===== src/rtl/sevenseg_scan_ctrl_pkg.sv =====
// Shared widths, blanking constants and the leading-zero test for the
// multiplexed four-digit seven-segment scanner.
package sevenseg_scan_ctrl_pkg;

    localparam int NDIG  = 4;
    localparam int NIB_W = 4;
    localparam int SEG_W = 7;
    localparam int IDX_W = 2;
    localparam int VAL_W = NDIG * NIB_W;

    localparam logic [NDIG-1:0]  AN_OFF    = 4'b1111;
    localparam logic [SEG_W-1:0] SEG_BLANK = 7'h00;

    // A digit is dark when blanking is on, it is not digit 0, and it and
    // every more significant nibble are zero.
    function automatic logic lead_zero_blank(
        input logic [VAL_W-1:0] disp,
        input logic [IDX_W-1:0] idx,
        input logic             en
    );
        logic upper_zero;
        upper_zero = 1'b1;
        for (int k = 0; k < NDIG; k++) begin
            if (k >= int'(idx) && disp[k*NIB_W +: NIB_W] != '0) begin
                upper_zero = 1'b0;
            end
        end
        return en && (idx != '0) && upper_zero;
    endfunction

endpackage


===== src/rtl/sevenseg_scan_ctrl_rom.sv =====
// Hex-to-segment lookup, bit order {g,f,e,d,c,b,a}, active-high segments.
module sevenseg_rom
    import sevenseg_scan_ctrl_pkg::*;
(
    input  logic [NIB_W-1:0] addr,
    output logic [SEG_W-1:0] data
);

    always_comb begin
        data = SEG_BLANK;
        case (addr)
            4'h0: data = 7'h3F;
            4'h1: data = 7'h06;
            4'h2: data = 7'h5B;
            4'h3: data = 7'h4F;
            4'h4: data = 7'h66;
            4'h5: data = 7'h6D;
            4'h6: data = 7'h7D;
            4'h7: data = 7'h07;
            4'h8: data = 7'h7F;
            4'h9: data = 7'h6F;
            4'hA: data = 7'h77;
            4'hB: data = 7'h7C;
            4'hC: data = 7'h39;
            4'hD: data = 7'h5E;
            4'hE: data = 7'h79;
            4'hF: data = 7'h71;
            default: data = SEG_BLANK;
        endcase
    end

endmodule


===== src/rtl/sevenseg_scan_ctrl.sv =====
// Four-digit multiplexed display scanner with a one-deep pending buffer that
// only swaps into the display register at a frame boundary.
module sevenseg_scan_ctrl
    import sevenseg_scan_ctrl_pkg::*;
#(
    parameter int unsigned DIV = 50000
) (
    input  logic             clk,
    input  logic             rst,
    input  logic             load,
    input  logic [VAL_W-1:0] value,
    input  logic             blank_lz,
    output logic             ready,
    output logic [NDIG-1:0]  an,
    output logic [SEG_W-1:0] seg
);

    localparam int unsigned     CNT_W   = $clog2(DIV);
    localparam logic [CNT_W-1:0] CNT_MAX = CNT_W'(DIV - 1);
    localparam logic [IDX_W-1:0] IDX_LAST = IDX_W'(NDIG - 1);

    logic [CNT_W-1:0] cnt_q, cnt_d;
    logic [IDX_W-1:0] idx_q, idx_d;
    logic [VAL_W-1:0] disp_q, disp_d;
    logic [VAL_W-1:0] pend_q, pend_d;
    logic             pending_q, pending_d;
    logic [NDIG-1:0]  an_q, an_d;
    logic [SEG_W-1:0] seg_q, seg_d;

    logic             tick;
    logic             blank;
    logic [NIB_W-1:0] rom_addr;
    logic [SEG_W-1:0] rom_data;

    assign rom_addr = disp_q[{idx_q, 2'b00} +: NIB_W];

    sevenseg_rom u_rom (
        .addr (rom_addr),
        .data (rom_data)
    );

    always_comb begin
        tick      = (cnt_q == CNT_MAX);
        cnt_d     = tick ? '0 : cnt_q + CNT_W'(1);
        idx_d     = tick ? idx_q + IDX_W'(1) : idx_q;
        disp_d    = disp_q;
        pend_d    = pend_q;
        pending_d = pending_q;

        // Commit only at the last slot's tick so a frame never mixes values;
        // a load can never coincide with a commit because ready is low then.
        if (tick && idx_q == IDX_LAST && pending_q) begin
            disp_d    = pend_q;
            pending_d = 1'b0;
        end else if (load && !pending_q) begin
            pend_d    = value;
            pending_d = 1'b1;
        end

        blank = lead_zero_blank(disp_q, idx_q, blank_lz);
        an_d  = AN_OFF;
        if (!blank) begin
            an_d[idx_q] = 1'b0;
        end
        seg_d = blank ? SEG_BLANK : rom_data;
    end

    always_ff @(posedge clk) begin
        if (rst) begin
            cnt_q     <= '0;
            idx_q     <= '0;
            disp_q    <= '0;
            pend_q    <= '0;
            pending_q <= 1'b0;
            an_q      <= AN_OFF;
            seg_q     <= SEG_BLANK;
        end else begin
            cnt_q     <= cnt_d;
            idx_q     <= idx_d;
            disp_q    <= disp_d;
            pend_q    <= pend_d;
            pending_q <= pending_d;
            an_q      <= an_d;
            seg_q     <= seg_d;
        end
    end

    assign ready = !pending_q;
    assign an    = an_q;
    assign seg   = seg_q;

endmodule


===== config.mk =====
export PLATFORM = sky130hd
export DESIGN_NAME = sevenseg_scan_ctrl
export DESIGN_NICKNAME = d
export VERILOG_FILES = /design/src/rtl/sevenseg_scan_ctrl_pkg.sv /design/src/rtl/sevenseg_scan_ctrl_rom.sv /design/src/rtl/sevenseg_scan_ctrl.sv
export SDC_FILE = /design/constraint.sdc
export NUM_CORES = 1
export LEC_CHECK = 0
export ABC_CLOCK_PERIOD_IN_PS = 2650
export BUFFER_PORTS_ARGS = -buffer_cell sky130_fd_sc_hd__buf_2
export CAP_MARGIN = 10
export CORE_ASPECT_RATIO = 2
export CORE_UTILIZATION = 45
export DETAILED_ROUTE_END_ITERATION = 12
export GPL_ROUTABILITY_DRIVEN = 0
export PLACE_DENSITY = 0.69
export SYNTH_ARGS = -nofsm -noshare
export SYNTH_HDL_FRONTEND = slang
export SYNTH_HIERARCHICAL = 1
export SYNTH_SLANG_ARGS = --single-unit

===== constraint.sdc =====
create_clock -name clk -period 2.65 [get_ports clk]
set_input_delay 0.265 -clock clk [delete_from_list [all_inputs] [get_ports clk]]
set_output_delay 0.265 -clock clk [all_outputs]
set_load 0.005 [all_outputs]

* Word level (Yosys, flattened, before mapping)
Memories as Yosys holds them, arrays and structs flattened. A register that Yosys moved wholly into a read port is not among the register bits.
Index checks and enable logic that the tools add are counted.
** Operators by class
- Bitwise gates (word level) :: 2
- Add/subtract/negate cells :: 2
- Reduce and logical (&&, ||, !) cells :: 19
- $lt $le $gt $ge :: 5
- Equality and inequality tests :: 2
- Shift operators :: 1
- Muxes and demuxes :: 6
** Operator list (number)
- 16-bit by 1-bit adder with 16-bit output (second input constant) :: 1
- 16-bit equality test (second input constant) :: 1
- 4-bit nonzero test :: 4
- 16-bit by 5-bit indexed part select with 4-bit output :: 1
- 1-bit logical AND :: 9
- 2-bit OR reduction :: 3
- 1-bit two-way mux :: 5
- 1-bit by 2-bit greater-or-equal comparator with 1-bit output (first input constant) :: 2
- 4-bit inverter :: 1
- 2-bit by 3-bit less-than comparator with 1-bit output (second input constant) :: 1
- 2-bit by 1-bit adder with 2-bit output (second input constant) :: 1
- 1-bit demux with 2-bit select :: 1
- 2-bit equality test (second input constant) :: 1
- 2-bit by 1-bit greater-or-equal comparator with 1-bit output (second input constant) :: 1
- 2-bit greater-or-equal comparator (first input constant) :: 1
- 2-bit AND reduction :: 1
- 2-bit nonzero test :: 1
- 1-bit logical NOT :: 1
- 1-bit inverter :: 1
** Word-level totals
- Word-level logic and storage cells :: 44
- Bits in read-only memories :: 112
- Bits in registers :: 55
- Memories kept :: 1
** Memory list
- (no name shown) :: depth 16, bits a word 7, read ports 1, clocked after Yosys merged registers in 1, write ports 0, RTL line sevenseg_scan_ctrl_rom.sv:11 : case (addr)

* Logic depth before layout (Yosys ltp)
Gate-level depths: netlist of the first run.
- Depth in word-level cells :: 8
- Depth in mapped cells :: 7
- Depth with buffers taken out :: 6

* Modules after synthesis
The synthesis of the first run kept the hierarchy.
** Modules (own cells, without submodules)
- sevenseg_scan_ctrl :: cells an instance 273, area each 2628.8 µm², instances 1
- sevenseg_rom :: cells an instance 33, area each 287.8 µm², instances 1

* Least setup slack after synthesis of the first run
OpenSTA, ideal clock, no wires.
- Path type :: register -> register
- Start point :: register idx_q[0]
- End point :: register seg_q[3] (netlist: seg[3])
- Library setup time :: 0.115 ns
- Slack :: 0.324 ns
- Period minus slack after synthesis :: 2.326 ns
- Arrival time :: 2.211 ns
- Required time :: 2.535 ns
- Cell stages (with the launch flop) :: 8
- Cell sequence :: dfxtp_1 -> clkbuf_1 -> mux4_2 -> inv_1 -> ha_1 -> inv_1 -> mux4_1 -> and2_1
** Between the ends
- Elaborated cells on any way between the ends :: 15
- Those cells by class :: order compare (3); shift (1); mux (4); reduce/logical (7)
** RTL lines
- start, declared :: RTL line sevenseg_scan_ctrl.sv:23 : logic [IDX_W-1:0] idx_q, idx_d;
- start signal, assigned :: RTL line sevenseg_scan_ctrl.sv:79 : idx_q <= idx_d;
- 16-bit by 5-bit indexed part select with 4-bit output :: RTL line sevenseg_scan_ctrl.sv:35 : assign rom_addr = disp_q[{idx_q, 2'b00} +: NIB_W];
- net rom_addr[1] :: RTL line sevenseg_scan_ctrl.sv:32 : logic [NIB_W-1:0] rom_addr;
- end, declared :: RTL line sevenseg_scan_ctrl.sv:28 : logic [SEG_W-1:0] seg_q, seg_d;
The timed path passes the listed nets, and every way through them passes these cells.
A chain may end at the register's enable or synchronous reset.

* Final worst setup path of the first run
Ends and elaborated chain as after synthesis.

==> impl_metrics.py, run 1 <==
metrics = {
    "pwr": {
        "power_frac_clock_pct": 54.7,
        "p_sw_share_pct": 19.1,
        "power_density_nw_per_um2": 681,
        "vdd.ir_drop.worst_mv": 0.656,
        "power_frac_seq_pct": 41.5,
        "netSwitchingPower_uw": 446,
        "pwr-share-comb_pct": 3.8,
        "p_int_uw": 1900,
        "p_leak_uw": 0.00130,
    },
    "route": {
        "wl_um": 5650,
        "vias_per_cell": 5.04,
        "antenna_left": 0,
        "wl_per_cell_um": 13.3,
        "drc": 0,
        "first_pass_iters": 4,
        "drt_iter0_drc": 76,
        "vias": 2142,
    },
    "global_routing": {
        "grt_pass1_wl_um": 9040,
        "grt_use_total_pct": 18.6,
        "grt_max_degree": 33,
        "grt_pass1_vias": 1940,
        "antenna_found_initial": 0,
        "overflow": 0,
    },
    "clocking": {
        "clock_path_buffers": 2,
        "insertion_delay_ns": 0.33,
        "root_buffer": "clkbuf_16",
        "cts_buffers": 9,
        "hold_buffers": 0,
        "cts_resized": 0,
        "cts_setup_buffers": 0,
        "cts_tree": "done",
        "clk_pin_slew_ns": 0.05,
        "numClockSinks": 62,
        "cts_max_level": 3,
    },
    "synth": {
        "yosysTopAreaCell": "dfxtp_1",
        "synth_seq_area_share_pct": 42.6,
        "yosys_warnings": 6,
        "avgSynthCellArea_um2": 9.53,
        "ys_types": 38,
        "syn-cell-area_um2": 2920,
        "synth_cells": 306,
        "synth_area_leaders": "dfxtp_1 43%, mux2i_1 6.5%, ha_1 5.1%",
        "netlist_top_cells_count": "62 x dfxtp_1, 40 x nand2_1, 22 x nor2_1",
        "syn_nets": 338,
        "synthFlopType": "dfxtp_1",
        "synth_top_area_share_pct": 42.6,
        "synth_edf_count": 0,
        "synth_seq_cells": 62,
        "post-synth-top-count-cell": "dfxtp_1",
        "synthArstFlopShare_pct": 0,
    },
    "finish": {
        "fillers": 581,
        "drive_above_1_share_pct": 18.9,
        "nNetsFinal": 366,
        "antenna_cells": 0,
        "syn2layout_area_growth_pct": 17.8,
    },
    "floorplan": {
        "num_io_pins": 32,
        "rows": 41,
        "fp.coreArea_um2": 6260,
        "fp.dieH_um": 116,
        "fp.dieW_um": 58.9,
        "dieArea_um2": 6830,
        "start_util_pct": 46.6,
    },
    "sta": {
        "worst_slack_ns": 0.450,
        "rsz0062_at_grt": "false",
        "tightest_slew_ns": 1.06,
        "period_share_pct": 83.0,
        "max_clock_freq_mhz": 455,
        "drv_slew": 0,
        "clock_skew_ns": 0.00407,
        "final_hold_viol_count": 0,
        "setup-tns-final_ns": 0,
        "relSlewSlack_pct": 29.2,
        "period_needed_ns": 2.20,
        "setup_violations": 0,
    },
    "critical_path": {
        "criticalPathCategory": "reg -> reg",
        "startpoint_type": "flip-flop",
        "endpoint_kind": "flip-flop",
        "crit_fanout": 5,
        "cp_data_required_time_ns": 2.87,
        "rrSetupSlack_ns": 0.45,
        "cp.arrival_ns": 2.42,
    },
    "status": {
        "outcome": "complete, no violations",
    },
    "place": {
        "pre_cts_slack_ns": 0.449,
        "port_buffers": 31,
        "hpwl_um": 4150,
    },
    "run": {
        "drv_cap": 0,
    },
    "worst_hold_path": {
        "min_path_type": "in -> reg",
    },
}
## power groups by stage
stage	Combinational (uW)	Sequential, uW	Clock, uW
after floorplan	59.8	988	0
after global placement	89.7	989	0
after detailed placement	90.8	990	0
after CTS	91.3	971	1310
after global routing	102	972	1350
final	89.0	971	1280
## worst max-delay path, cell delays in order (launching register included)
cell     delay, ns
dfxtp_1       0.43
mux4_2        0.60
inv_1         0.15
ha_1          0.25
inv_1         0.05
mux4_1        0.47
and2_1        0.14
## worst paths after layout
check	depth (start not counted)	start	endpoint
worst max-delay path	6	idx_q[0]	seg[3]
worst min-delay path	3	value[8]	pend_q[8]
worst max register to register	6	idx_q[0]	seg[3]
worst min register to register	2	pend_q[1]	pend_q[1]
## per-stage QoR
| step | area, um^2 | instances | hold WS (ns) | utilization [%] | total power (uW) |
|---|---|---|---|---|---|
| 2_1_floorplan | 2920 | 306 | 0.401 | - | 1050 |
| 3_3_place_gp | 3100 | 409 | 0.437 | 49.6 | 1080 |
| 3_5_place_dp | 3100 | 409 | 0.441 | 49.6 | 1080 |
| 4_1_cts | 3440 | 425 | 0.160 | 54.9 | 2370 |
| 5_1_grt | 3440 | 425 | 0.187 | 54.9 | 2420 |
| 6_report | 3440 | 425 | 0.171 | 54.9 | 2340 |
## flip-flops by register name (all words and copies together), names as in the netlist
register,cells
an,4
cnt_q,16
disp_q,16
idx_q,2
pend_q,16
pending_q,1
seg,7
## cell type report
type	count	area (um^2)	area share, %
Clock buffer	13	270	7.86
Clock inverter	3	65.1	1.89
Inverter	9	33.8	0.983
Multi-Input combinational cell	216	1530	44.4
Sequential cell	62	1240	36.1
Tap cell	86	108	3.13
Timing Repair Buffer	36	193	5.61
## layer usage
layer  share of wire [%]  up-vias  GRT usage, %
li1                    -     1081             -
met1                  37     1010          17.4
met2                  57       36          33.3
met3                 2.9       15          5.47
met4                 3.5        0          13.3
met5                   0        -             0
## cell usage in the layout (no fill, tap or decap), drive strengths merged, types with 2 or more instances in the layout
cell    instances
a21oi          19
and2            7
and3            3
and4            4
buf            36
bufinv          2
clkbuf         13
dfxtp          62
ha             12
inv             9
mux2            3
mux2i          19
mux4            5
nand2          40
nand2b         15
nand3           6
nand3b          2
nand4           6
nor2           22
nor2b           3
nor3            4
nor4            3
or2b           19
or4b            2
xnor2           5
xor2           10
## logic make-up after synthesis
kind of cell | synth area share [%]
AO/OA/AOI/OAI | 4.76
buffers and inverters | 5.11
multiplexers | 11.7
AND/OR/NAND/NOR | 26.3
adder cells (fa/ha/maj) | 5.15
flip-flops | 42.6
XOR/XNOR | 4.50
Note: power is estimated with default switching activity, not from simulation.
==> run 2: changes to the inputs <==
--- a/config.mk
+++ b/config.mk
@@ -5,14 +5,14 @@
 export SDC_FILE = /design/constraint.sdc
 export NUM_CORES = 1
 export LEC_CHECK = 0
-export ABC_CLOCK_PERIOD_IN_PS = 2650
+export ABC_CLOCK_PERIOD_IN_PS = 1800
 export BUFFER_PORTS_ARGS = -buffer_cell sky130_fd_sc_hd__buf_2
 export CAP_MARGIN = 10
 export CORE_ASPECT_RATIO = 2
 export CORE_UTILIZATION = 45
 export DETAILED_ROUTE_END_ITERATION = 12
 export GPL_ROUTABILITY_DRIVEN = 0
-export PLACE_DENSITY = 0.69
+export PLACE_DENSITY = 0.71
 export SYNTH_ARGS = -nofsm -noshare
 export SYNTH_HDL_FRONTEND = slang
 export SYNTH_HIERARCHICAL = 1
==> constraint.sdc (replaced) <==
create_clock -name clk -period 1.8 [get_ports clk]
set_input_delay 0.18 -clock clk [delete_from_list [all_inputs] [get_ports clk]]
set_output_delay 0.18 -clock clk [all_outputs]
set_load 0.005 [all_outputs]
==> run 2 against run 1 <==
  * The flow now finishes with violations (setup timing)
  * Critical path type unchanged
  * Critical path depth down 1
  * Cell count up 7.1%
  * Highest routed layer unchanged
  * Register-to-register slack worse by 0.61 ns
  * Critical endpoint unchanged
  * First-iteration DRC count up 55%
  * Utilization up 5.6 points
  * Sequential power up 47%
  * Clock power up 23%
  * Largest cell class unchanged
  * Design area up 10%
  * Routed wire length up 17%
==> impl_metrics.py, run 2 (synthesized netlist as in run 1, its figures left out) <==
metrics = {
    "global_routing": {
        "grt_pass1_vias": 2121,
        "grt_use_total_pct": 19.7,
        "overflow": 0,
        "antenna_found_initial": 0,
        "grt_pass1_wl_um": 9690,
        "grt_max_degree": 50,
    },
    "critical_path": {
        "endpoint_kind": "flip-flop",
        "slowest_stage": "mux4_2",
        "startpoint_type": "flip-flop",
        "critPathMaxStageDelay_ns": 0.56,
        "cp.arrival_ns": 2.18,
        "path_cells": "mux4_2 > inv_4 > ha_4 > mux4_2 > and2_1",
        "crit_fanout": 4,
        "cpMostUsedCell": "mux4_2",
        "criticalPathCategory": "reg -> reg",
        "cp_data_required_time_ns": 2.02,
    },
    "sta": {
        "clock_skew_ns": 0.00565,
        "period_needed_ns": 1.96,
        "worst_slack_ns": -0.164,
        "whs_ns": 0.0917,
        "tightest_slew_ns": 0.529,
        "rsz0062_at_grt": "true",
        "final_hold_viol_count": 0,
        "setup_violations": 23,
        "drv_slew": 0,
        "max_clock_freq_mhz": 509,
        "period_share_pct": 109,
        "relSlewSlack_pct": 64.7,
        "setup-tns-final_ns": -1.00,
    },
    "floorplan": {
        "dieArea_um2": 6830,
        "num_io_pins": 32,
        "fp.dieW_um": 58.9,
        "fp.coreArea_um2": 6260,
        "fp.dieH_um": 116,
        "start_util_pct": 46.6,
        "rows": 41,
    },
    "place": {
        "pre_cts_slack_ns": -0.135,
        "port_buffers": 31,
        "hpwl_um": 4340,
        "placed_area_um2": 3360,
    },
    "finish": {
        "mostFrequentLayoutCells": "59 x dfxtp_1, 40 x nand2_1, 31 x buf_2, 29 x buf_4, 22 x nor2_1",
        "fin_area_um2": 3780,
        "antenna_cells": 0,
        "drive_above_1_share_pct": 29.3,
        "nNetsFinal": 398,
        "fillers": 545,
        "final_common_cell": "dfxtp_1",
        "reg.largest.list": "cnt_q x16, disp_q x16, pend_q x16",
        "syn2layout_area_growth_pct": 29.8,
    },
    "run": {
        "drv_cap": 0,
    },
    "route": {
        "vias_per_cell": 5.00,
        "drt_iter0_drc": 118,
        "drc": 0,
        "wl_um": 6600,
        "vias": 2276,
        "antenna_left": 0,
        "wl_per_cell_um": 14.5,
        "first_pass_iters": 4,
    },
    "clocking": {
        "insertion_delay_ns": 0.33,
        "numClockSinks": 62,
        "cts_tree": "done",
        "clk_pin_slew_ns": 0.05,
        "root_buffer": "clkbuf_16",
        "cts_max_level": 3,
        "cts_buffers": 9,
        "clock_path_buffers": 2,
    },
    "pwr": {
        "p_total_uw": 3150,
        "p_int_uw": 2500,
        "power_frac_clock_pct": 50.0,
        "pwr-share-comb_pct": 4.7,
        "power_frac_seq_pct": 45.3,
        "power_density_nw_per_um2": 833,
        "p_leak_uw": 0.00147,
        "netSwitchingPower_uw": 648,
        "vdd.ir_drop.worst_mv": 0.581,
        "p_sw_share_pct": 20.6,
    },
    "status": {
        "outcome": "finished, violations left",
        "violations": "setup timing",
    },
    "worst_hold_path": {
        "min_path_type": "in -> reg",
    },
}
[run 2: layout make-up]
class | instances | area [um^2] | area share (%)
clock inverters | 1 | 5.00 | 0.132
multi-input cells | 219 | 1660 | 43.7
flip-flops and latches | 62 | 1250 | 33.0
inverters | 9 | 38.8 | 1.02
well taps | 86 | 108 | 2.84
repair buffers | 65 | 460 | 12.2
clock buffers | 13 | 270 | 7.14
[run 2: final timing paths]
path	start	endpoint	slack, ns	depth (start not counted)
min	value[7]	pend_q[7]	0.09	3
max reg2reg	idx_q[0]	seg[3]	-0.16	5
max	idx_q[0]	seg[3]	-0.16	5
min reg2reg	pend_q[3]	pend_q[3]	0.45	2
[run 2: repair_timing]
| action | in CTS | in global routing |
|---|---|---|
| cloned | 1 | 3 |
| pin swaps | 0 | 5 |
| setup endpoints to repair | 22 | 35 |
| gates resized for setup | 3 | 11 |
| endpoints found under the hold margin | 0 | 0 |
| hold buffers | 0 | 0 |
| setup buffers | 0 | 2 |
[run 2: metrics by stage]
stage          cells  util (%)
2_1_floorplan    306         -
3_3_place_gp     435      53.6
3_5_place_dp     435      53.6
4_1_cts          450      58.6
5_1_grt          455      60.5
6_report         455      60.5
[run 2: worst max-delay path, delay by kind of cell, from the launching register on]
family	cells	cell delay (ns)
flip-flops	1	0.37
multiplexers	2	1.02
AND/OR/NAND/NOR	1	0.15
buffers and inverters	1	0.11
adder cells (fa/ha/maj)	1	0.20
[run 2: layer usage]
metal	routed length, um	share of wire [%]	GRT usage [%]
met5	0	0	0
met4	293	4.4	14.0
met3	184	2.8	4.80
met2	3530	53	35.2
met1	2590	39	19.1
[run 2: power by group through the flow]
stage | clock, uW | combinational, uW | sequential [uW]
floorplan | 0 | 92.8 | 1450
global placement | 0 | 144 | 1450
detailed placement | 0 | 148 | 1460
CTS | 1610 | 148 | 1430
global route | 1670 | 169 | 1430
finish | 1570 | 149 | 1430
==> run 3: changes to the inputs <==
--- a/config.mk
+++ b/config.mk
@@ -5,6 +5,7 @@
 export SDC_FILE = /design/constraint.sdc
 export NUM_CORES = 1
 export LEC_CHECK = 0
+export ABC_AREA = 1
 export ABC_CLOCK_PERIOD_IN_PS = 1800
 export BUFFER_PORTS_ARGS = -buffer_cell sky130_fd_sc_hd__buf_2
 export CAP_MARGIN = 10
@@ -13,6 +14,7 @@
 export DETAILED_ROUTE_END_ITERATION = 12
 export GPL_ROUTABILITY_DRIVEN = 0
 export PLACE_DENSITY = 0.71
+export SETUP_SLACK_MARGIN = 0.2
 export SYNTH_ARGS = -nofsm -noshare
 export SYNTH_HDL_FRONTEND = slang
 export SYNTH_HIERARCHICAL = 1
==> run 3 against run 2 <==
  * Highest routed layer unchanged
  * Non-clock buffer count shrank 16
  * Die area decreased by 0.50%
  * The run now ends clean
  * Design area shrank 1.5%
  * Register-to-register slack improved by 0.27 ns
  * Clock power rose by 19%
  * Global-route usage rose by 1.6 points
==> impl_metrics.py, run 3 <==
metrics = {
    "status": {
        "outcome": "complete, no violations",
    },
    "synth": {
        "synth_seq_area_share_pct": 42.8,
        "yosys_warnings": 6,
        "synth_cells": 426,
        "ys_types": 25,
        "synth_area_leaders": "dfxtp_1 43%, nor2_1 13%, nand2_1 13%",
        "synth_top_area_share_pct": 42.8,
        "netlist_top_cells_count": "102 x nor2_1, 100 x nand2_1, 62 x dfxtp_1, 49 x inv_1, 25 x o21ai_0",
        "synth_edf_count": 0,
        "synthArstFlopShare_pct": 0,
        "syn-cell-area_um2": 2900,
        "yosysTopAreaCell": "dfxtp_1",
        "synthFlopType": "dfxtp_1",
        "avgSynthCellArea_um2": 6.81,
        "syn_nets": 458,
        "post-synth-top-count-cell": "nor2_1",
        "synth_seq_cells": 62,
    },
    "clocking": {
        "hold_buffers": 0,
        "cts_buffers": 9,
        "insertion_delay_ns": 0.33,
        "clock_path_buffers": 2,
        "cts_tree": "done",
        "cts_max_level": 3,
        "clk_pin_slew_ns": 0.05,
        "numClockSinks": 62,
        "root_buffer": "clkbuf_16",
    },
    "floorplan": {
        "start_util_pct": 46.4,
        "fp.dieW_um": 58.8,
        "rows": 41,
        "dieArea_um2": 6790,
        "fp.coreArea_um2": 6260,
        "num_io_pins": 32,
        "fp.dieH_um": 116,
    },
    "sta": {
        "max_clock_freq_mhz": 591,
        "drv_slew": 0,
        "relSlewSlack_pct": 64.2,
        "final_hold_viol_count": 0,
        "tightest_slew_ns": 0.537,
        "clock_skew_ns": 0.0102,
        "period_needed_ns": 1.69,
        "setup-tns-final_ns": 0,
        "rsz0062_at_grt": "true",
        "setup_violations": 0,
        "period_share_pct": 94.0,
    },
    "global_routing": {
        "grt_max_degree": 34,
        "grt_pass1_wl_um": 11000,
        "antenna_found_initial": 0,
        "grt_use_total_pct": 21.4,
        "grt_pass1_vias": 2594,
        "overflow": 0,
    },
    "finish": {
        "fin_cells": 566,
        "mostFrequentLayoutCells": "101 x nor2_1, 96 x nand2_1, 60 x dfxtp_1, 44 x inv_1, 31 x buf_2",
        "final_common_cell": "nor2_1",
        "nNetsFinal": 507,
        "drive_above_1_share_pct": 21.7,
        "reg.largest.list": "cnt_q x16, disp_q x16, pend_q x16",
        "antenna_cells": 0,
        "syn2layout_area_growth_pct": 28.5,
    },
    "pwr": {
        "p_leak_uw": 0.00181,
        "power_density_nw_per_um2": 919,
        "vdd.ir_drop.worst_mv": 0.598,
    },
    "place": {
        "hpwl_um": 4440,
        "port_buffers": 31,
        "placedCellCount": 536,
    },
    "critical_path": {
        "timing.rr.start": "idx_q[0]",
        "path_cells": "inv_8 > o21ai_4 > a21oi_2 > a21oi_4 > inv_2 > buf_4 > ha_1 > nand2_2 > nand2_1 > nand2_1 > nand2_1 > inv_1 > nor2_1",
        "crit_fanout": 5,
        "endpoint_kind": "flip-flop",
        "cpMostUsedCell": "nand2_1",
        "startpoint_type": "flip-flop",
        "cp.arrival_ns": 1.91,
        "critPathMaxStageDelay_ns": 0.41,
        "cp_data_required_time_ns": 2.02,
        "criticalPathCategory": "reg -> reg",
        "reg2regPathDepth": 13,
        "r2r_end": "seg[5]",
        "rrSetupSlack_ns": 0.11,
        "slowest_stage": "dfxtp_4",
    },
    "route": {
        "vias": 2763,
        "met2WireLength_um": 3810,
        "wl_met3_um": 314,
        "drc": 0,
        "wl_um": 6880,
        "first_pass_iters": 4,
        "antenna_left": 0,
        "drt_iter0_drc": 223,
        "highest_layer": "met4",
        "wl_per_cell_um": 12.2,
        "wl_met1_um": 2580,
        "vias_per_cell": 4.88,
    },
    "worst_hold_path": {
        "min_path_type": "in -> reg",
        "worstHoldPathCells": 3,
        "min-delay-start": "value[6]",
        "holdPathEnd": "pend_q[6]",
    },
    "run": {
        "drv_cap": 0,
    },
}
-- run 3: changes by cell type after synthesis, sizes merged, moves of 5 or more --
cell    delta
nand2     +63
nand2b    -15
and2       -6
o21ai     +25
xor2       -7
nor2      +82
inv       +42
clkbuf     -9
or2b      -19
mux2i     -19
nand3     +11
mux4       -5
-- run 3: worst max-delay path by stage --
stage / start / to / slack, ns / cells after the start
finish: idx_q[0] / seg[5] / 0.11 / 13
global route: idx_q[0] / seg[4] / 0.006 / 11
CTS: idx_q[0] / disp_q[4] / 0.17 / 9
detailed placement: pending_q / pend_q[2] / -0.12 / 4
global placement: pending_q / pend_q[2] / -0.06 / 4
floorplan: idx_q[0] / seg[3] / 0.20 / 12
-- run 3: cell families after synthesis --
| family | count (synthesis) | synth area share (%) |
|---|---|---|
| buffers and inverters | 64 | 9.23 |
| flip-flops | 62 | 42.8 |
| AND/OR/NAND/NOR | 236 | 33.2 |
| AO/OA/AOI/OAI | 48 | 8.41 |
| adder cells (fa/ha/maj) | 12 | 5.17 |
| XOR/XNOR | 4 | 1.21 |
-- run 3: critical path: cells and delay by family, from the launching register on --
kind / cells / cell delay, ns
compound gates: 3 / 0.36
simple gates: 5 / 0.29
buf+inv: 4 / 0.35
fa+ha+maj: 1 / 0.17
flops: 1 / 0.41
-- run 3: routing by layer --
layer  track usage (%)  vias up
met1              21.3     1269
met3              5.25       18
met2              39.2       70
met4              11.1        0
li1                  -     1406
met5                 0        -
-- run 3: cell type report --
type / instances / area [um^2]
flip-flops and latches: 62 / 1250
multi-input cells: 300 / 1510
repair buffers: 49 / 309
clock buffers: 13 / 260
clock inverters: 3 / 67.6
repair inverters: 1 / 6.26
inverters: 52 / 218
fillers: 580 / 2530
well taps: 86 / 108
-- run 3: what timing repair did --
action,in CTS,in global routing
pin swaps,5,9
cloned,0,1
setup endpoints to repair,23,43
gates resized for setup,15,24
buffers inserted,9,4
-- run 3: stage by stage --
stage	util [%]	cell area [um^2]	hold WS [ns]	setup WS, ns	power (uW)
2_1_floorplan	-	2940	0.313	0.202	1530
3_3_place_gp	50.4	3160	0.402	-0.0551	1580
3_5_place_dp	50.4	3160	0.410	-0.120	1590
4_1_cts	57.6	3600	0.0727	0.171	3450
5_1_grt	59.6	3730	0.0901	0.00567	3540
6_report	59.6	3730	0.0739	0.108	3430
-- run 3: power breakdown --
part,total (uW),internal [uW],switching [uW]
sequential,1440,1420,23.3
combinational,121,47.6,73.6
clock,1870,1290,583
